## config.mk

```make
export PLATFORM = sky130hd
export DESIGN_NAME = regfile_wr_arbiter
export DESIGN_NICKNAME = d
export VERILOG_FILES = /design/src/rtl/regfile_wr_arbiter.sv
export SDC_FILE = /design/constraint.sdc
export NUM_CORES = 1
export LEC_CHECK = 0
export CAP_MARGIN = 20
export CORE_MARGIN = 2
export CORE_UTILIZATION = 45
export DETAILED_ROUTE_END_ITERATION = 16
export PLACE_DENSITY = 0.86
export SLEW_MARGIN = 20
export SYNTH_ARGS = -nofsm -noshare
export SYNTH_HDL_FRONTEND = slang
export SYNTH_SLANG_ARGS = --single-unit
```

## constraint.sdc

```tcl
create_clock -name clk -period 4.2 [get_ports clk]
set_input_delay 1.05 -clock clk [delete_from_list [all_inputs] [get_ports clk]]
set_output_delay 1.05 -clock clk [all_outputs]
set_load 0.01 [all_outputs]
```

## src/rtl/regfile_wr_arbiter.sv

```systemverilog
// Write-port arbiter for the 16 x 16-bit register file.
// Two writeback sources share one write port: requester 0 is ALU writeback and
// requester 1 is load writeback. After reset, and on clear_req, the block sweeps
// registers 1..2^REGBITS-1 to zero before it accepts any request.
// Accepted writes reach regwrite/wa/wd one clock after the handshake.
module regfile_wr_arbiter #(
    parameter int WIDTH   = 16,
    parameter int REGBITS = 4
) (
    input  logic               clk,
    input  logic               reset,
    input  logic               clear_req,
    input  logic               req0_valid,
    input  logic [REGBITS-1:0] req0_addr,
    input  logic [WIDTH-1:0]   req0_data,
    output logic               req0_ready,
    input  logic               req1_valid,
    input  logic [REGBITS-1:0] req1_addr,
    input  logic [WIDTH-1:0]   req1_data,
    output logic               req1_ready,
    output logic               clear_busy,
    output logic               regwrite,
    output logic [REGBITS-1:0] wa,
    output logic [WIDTH-1:0]   wd
);

    localparam logic [REGBITS-1:0] LAST_ADDR = {REGBITS{1'b1}};
    localparam logic [REGBITS-1:0] ONE_ADDR  = {{(REGBITS-1){1'b0}}, 1'b1};

    typedef enum logic {
        CLEAR = 1'b0,
        RUN   = 1'b1
    } state_t;

    state_t             state, state_next;
    logic [REGBITS-1:0] counter, counter_next;
    logic               last_grant, last_grant_next;

    // State register; reset starts a fresh sweep at register 1 and favours requester 0.
    always_ff @(posedge clk or negedge reset) begin
        if (!reset) begin
            state      <= CLEAR;
            counter    <= ONE_ADDR;
            last_grant <= 1'b1;
        end else begin
            state      <= state_next;
            counter    <= counter_next;
            last_grant <= last_grant_next;
        end
    end

    // Next-state logic: the sweep runs to the top address; clear_req in RUN restarts it.
    always_comb begin
        state_next      = state;
        counter_next    = counter;
        last_grant_next = last_grant;
        case (state)
            CLEAR: begin
                counter_next = counter + ONE_ADDR;
                if (counter == LAST_ADDR) begin
                    state_next   = RUN;
                    counter_next = ONE_ADDR;
                end
            end
            RUN: begin
                if (clear_req) begin
                    state_next   = CLEAR;
                    counter_next = ONE_ADDR;
                end else if (req0_ready) begin
                    last_grant_next = 1'b0;
                end else if (req1_ready) begin
                    last_grant_next = 1'b1;
                end
            end
            default: begin
                state_next   = CLEAR;
                counter_next = ONE_ADDR;
            end
        endcase
    end

    // Handshake outputs: round-robin on ties, nothing granted while sweeping or clearing.
    always_comb begin
        req0_ready = 1'b0;
        req1_ready = 1'b0;
        clear_busy = (state == CLEAR);
        if (state == RUN && !clear_req) begin
            req0_ready = req0_valid && (!req1_valid || last_grant);
            req1_ready = req1_valid && (!req0_valid || !last_grant);
        end
    end

    // Registered write port: sweep writes zeros, accepted requests write one cycle later,
    // writes to register 0 are swallowed and wa/wd hold when nothing is written.
    always_ff @(posedge clk or negedge reset) begin
        if (!reset) begin
            regwrite <= 1'b0;
            wa       <= '0;
            wd       <= '0;
        end else if (state == CLEAR) begin
            regwrite <= 1'b1;
            wa       <= counter;
            wd       <= '0;
        end else if (req0_ready) begin
            regwrite <= (req0_addr != '0);
            if (req0_addr != '0) begin
                wa <= req0_addr;
                wd <= req0_data;
            end
        end else if (req1_ready) begin
            regwrite <= (req1_addr != '0);
            if (req1_addr != '0) begin
                wa <= req1_addr;
                wd <= req1_data;
            end
        end else begin
            regwrite <= 1'b0;
        end
    end

endmodule

```

# Yosys cells after proc, flatten, opt, wreduce, memory -nomap -nowiden
# Cells that the tools add are included.
dict set report totals {
  register_bits 27
  in_bits 45
  output_inout_bits 24
  wordCells 51
}
dict set report classes {
  n_addsub 1
  eq_ne 5
  n_mux 23
  n_bitwise 2
  n_reduce_logical 14
}
# op count
set op_table {}
lappend op_table {{16-bit two-way mux} 5}
lappend op_table {{4-bit two-way mux} 7}
lappend op_table {{1-bit two-way mux} 9}
lappend op_table {{4-bit one-hot mux with 2 select lines} 1}
lappend op_table {{4-bit nonzero test} 2}
lappend op_table {{3-bit by 2-bit != test with 1-bit output, second input constant} 2}
lappend op_table {{3-bit AND reduction} 2}
lappend op_table {{4-bit by 1-bit adder with 4-bit output, second input constant} 1}
lappend op_table {{4-bit == test, second input constant} 1}
lappend op_table {{1-bit zero test} 4}
lappend op_table {{1-bit logical AND} 3}
lappend op_table {{3-bit != test, second input constant} 1}
lappend op_table {{1-bit logical OR} 2}
lappend op_table {{2-bit != test, second input constant} 1}
lappend op_table {{1-bit inverter} 2}
lappend op_table {{1-bit one-hot mux with 2 select lines} 1}
lappend op_table {{2-bit nonzero test} 1}

# Longest topological paths before layout
dict set report depth {
  word_depth 7
  mapped_depth 5
  ltp_nobuf 5
}

# Worst setup path before layout
# OpenSTA, ideal clock, no wires.
dict set report synth_timing {
  path_kind {input port to output port}
  from {input port clear_req}
  to {output port req1_ready}
  arrival_time_ns 1.502
  t_required_ns 3.150
  slack_ns 1.648
  path_stages 2
  n_path_buf 0
  cell_sequence {and2b_1 and3_1}
}
dict set report synth_via {
  elab_chain_cells 3
}
# item line_no
set synth_lines {}
lappend synth_lines {{start, declared} 12} ;# input logic clear_req,
lappend synth_lines {{1-bit zero test} 87} ;# if (state == RUN && !clear_req) begin
lappend synth_lines {{1-bit logical AND} 87}
lappend synth_lines {{1-bit two-way mux} 87}
lappend synth_lines {{end, declared} 20} ;# output logic req1_ready,
# No other way between the ends.

# Final worst setup path
# Ends and elaborated chain as after synthesis.

==> flow_summary.toml <==
[timing]
rsz0062_at_grt = "false"
worst-slew-pin-transition_ns = 0.969
finalSetupTns_ns = 0
report.final.slew_viol_count = 0
hold_viol = 0
finalCritPeriodShare_pct = 85.0
setup_viol_count_final = 0
slew_headroom_pct = 35.4
fmax_ghz = 0.280
min_period_ns = 3.57
finalWorstSetupSlack_ns = 0.630
worst_clock_skew_ns = 0.00219

[logic_synthesis]
synth.most_common_cell = "dfrtp_1"
synth_commonest_cells = "dfrtp_1, o21ai_0, nand3_1"
synthFlopType = "dfrtp_1"
synth_fp_nets = 202
async_flop_share_pct = 100
ys_top_cells_by_area = "dfrtp_1, mux2_4, o21ai_0, nand3_1, a21oi_1"
yosys.area.top_type = "dfrtp_1"
synth_top_area_share_pct = 40.0
synth-edff-count = 0
synth.yosys.seq_area_share_pct = 43.3
netlist_instances = 156
yosysWarnings = 0
syn_avg_cell_area_um2 = 10.0
syn-cell-area_mm2 = 0.00157
yosysUniqueCellTypes = 27
synth-seq-cells = 27

[routing]
avgRoutedWirePerCell_um = 15.3
dr.first_iter.drc_count = 47
drc = 0
first_pass_iters = 4
vias = 1456
drt.antenna.violating_nets = 0
drt-total-wl_um = 4070
viasPerCell = 5.47

[global_route]
grt-ovfl-total = 0
grt_pass1_wl_um = 6890
grt_max_degree = 28
track_usage_pct = 21.5
grt_pass1_vias = 1499
antenna_found_initial = 0

[setup_path]
reg2reg_depth = 4
r2r-end = "wa[0]"
cp_data_arrival_time_ns = 2.52
reg2reg_from = "state"
cp-end-kind = "output pin"
r2r_setup_slack_ns = 1.71
critPathKind = "in -> out"
crit_end = "req1_ready"
start_kind = "input pin"
worstPathRequired_ns = 3.15
critPathLaunch = "clear_req"
crit_fanout = 5

[placement]
gp_congestion = 0.849
place_ws_ns = 0.650
hpwl_um = 2840
io_buffers = 68

[final_layout]
fillers = 267
drive_above_1_share_pct = 14.5
antenna_cells = 0
finalNetCount = 267
syn_to_final_growth_pct = 47.7

[clocking]
cts_buffers = 3
clock_sinks = 27
clk_pin_slew_ns = 0.14
insertion_delay_ns = 0.32
clockBufferDepth = 2
postCtsSetupBuffers = 0
holdBufCountCts = 0
cts_resized = 0
cts-root-buf = "clkbuf_4"
cts_tree = "done"
h-tree-depth = 1

[power]
p_leak_nw = 0.979
cellPowerDensity_mw_per_mm2 = 449
vdd_drop_max_v = 0.000213

[die]
die_w_um = 63.0
initial_utilization_pct = 46.9
row_count = 21
die-height_um = 63.0
core_mm2 = 0.00334
io_pins = 69
fp.dieArea_mm2 = 0.00397

[run]
maxCapViolCount = 0

[outcome]
status = "completed"

[min_path]
hold_class = "reg -> reg"
-- cell families (layout without fill, tap and decap cells) --
family,Yosys count,count (layout),share of synthesized area (%)
AOI/OAI and AO/OA,50,50,17.5
and+or+nand+nor,41,41,14.1
DFF,27,27,43.3
muxes,20,20,18.9
buffers and inverters,16,80,4.80
adders and majority gates,1,1,0.799
xor gates and xnor gates,1,1,0.560
-- routing by layer --
layer,GRT usage [%],part of all wire (%)
met1,25.3,40
met3,4.14,7.7
met2,39.5,50
met4,5.83,1.6
met5,0,0
-- per-stage QoR --
step / cell area (um2) / power, mW / std cells / utilization [%] / hold WS (ns)
final: 2310 / 1.04 / 266 / 69.3 / 0.526
after global placement: 2290 / 0.917 / 262 / 68.5 / 0.490
after floorplan: 1570 / 0.716 / 156 / - / 0.511
after global routing: 2310 / 1.11 / 266 / 69.3 / 0.545
after detailed placement: 2290 / 0.927 / 262 / 68.5 / 0.492
after CTS: 2310 / 1.04 / 266 / 69.3 / 0.528
-- worst max-delay path, stage by stage --
cell and delay, ns:
clkdlybuf4s50_1 0.43, and2b_1 0.29, and3_1 0.20, clkdlybuf4s50_1 0.54
-- cells in the final DEF, fill, tap and decap left out, types with 3 or more instances in the layout --
cell and n:
clkbuf_4 3, inv_1 3, a31oi_1 5, buf_4 5, dfrtp_1 25, mux2_4 19
a21oi_1 17, nor2_1 5, nand3_1 22, clkdlybuf4s50_1 68, nand2_1 3, o21ai_0 24
-- registers in the layout, indices dropped and copies added (netlist names) --
signal / cells
counter: 4
state: 1
wa: 4
wd: 16
last_grant: 1
regwrite: 1
-- where the power goes --
part	internal [mW]	switching [mW]	total (mW)
sequential	0.343	0.0732	0.416
clock	0.0372	0.0762	0.113
combinational	0.290	0.220	0.509
total	0.670	0.369	1.04
-- layout make-up --
cell class	count	area, um2	share of cell area [%]
tap	46	57.6	2.49
inverter	3	11.3	0.487
sequential	27	678	29.3
multi-input combinational	113	821	35.5
clock buffer	4	26.3	1.14
timing repair buffer	73	718	31.1
-- how the worst min path moves through the flow --
stage | startpoint | end | slack, ns | cells past startpoint
after global routing | wd[9] | wd[9] | 0.54 | 1
final | wd[5] | wd[5] | 0.53 | 1
after CTS | wd[9] | wd[9] | 0.53 | 1
after detailed placement | wd[9] | wd[9] | 0.49 | 1
after floorplan | counter[0] | counter[0] | 0.51 | 2
after global placement | wd[7] | wd[7] | 0.49 | 1
(Power assumes the default switching activity.)
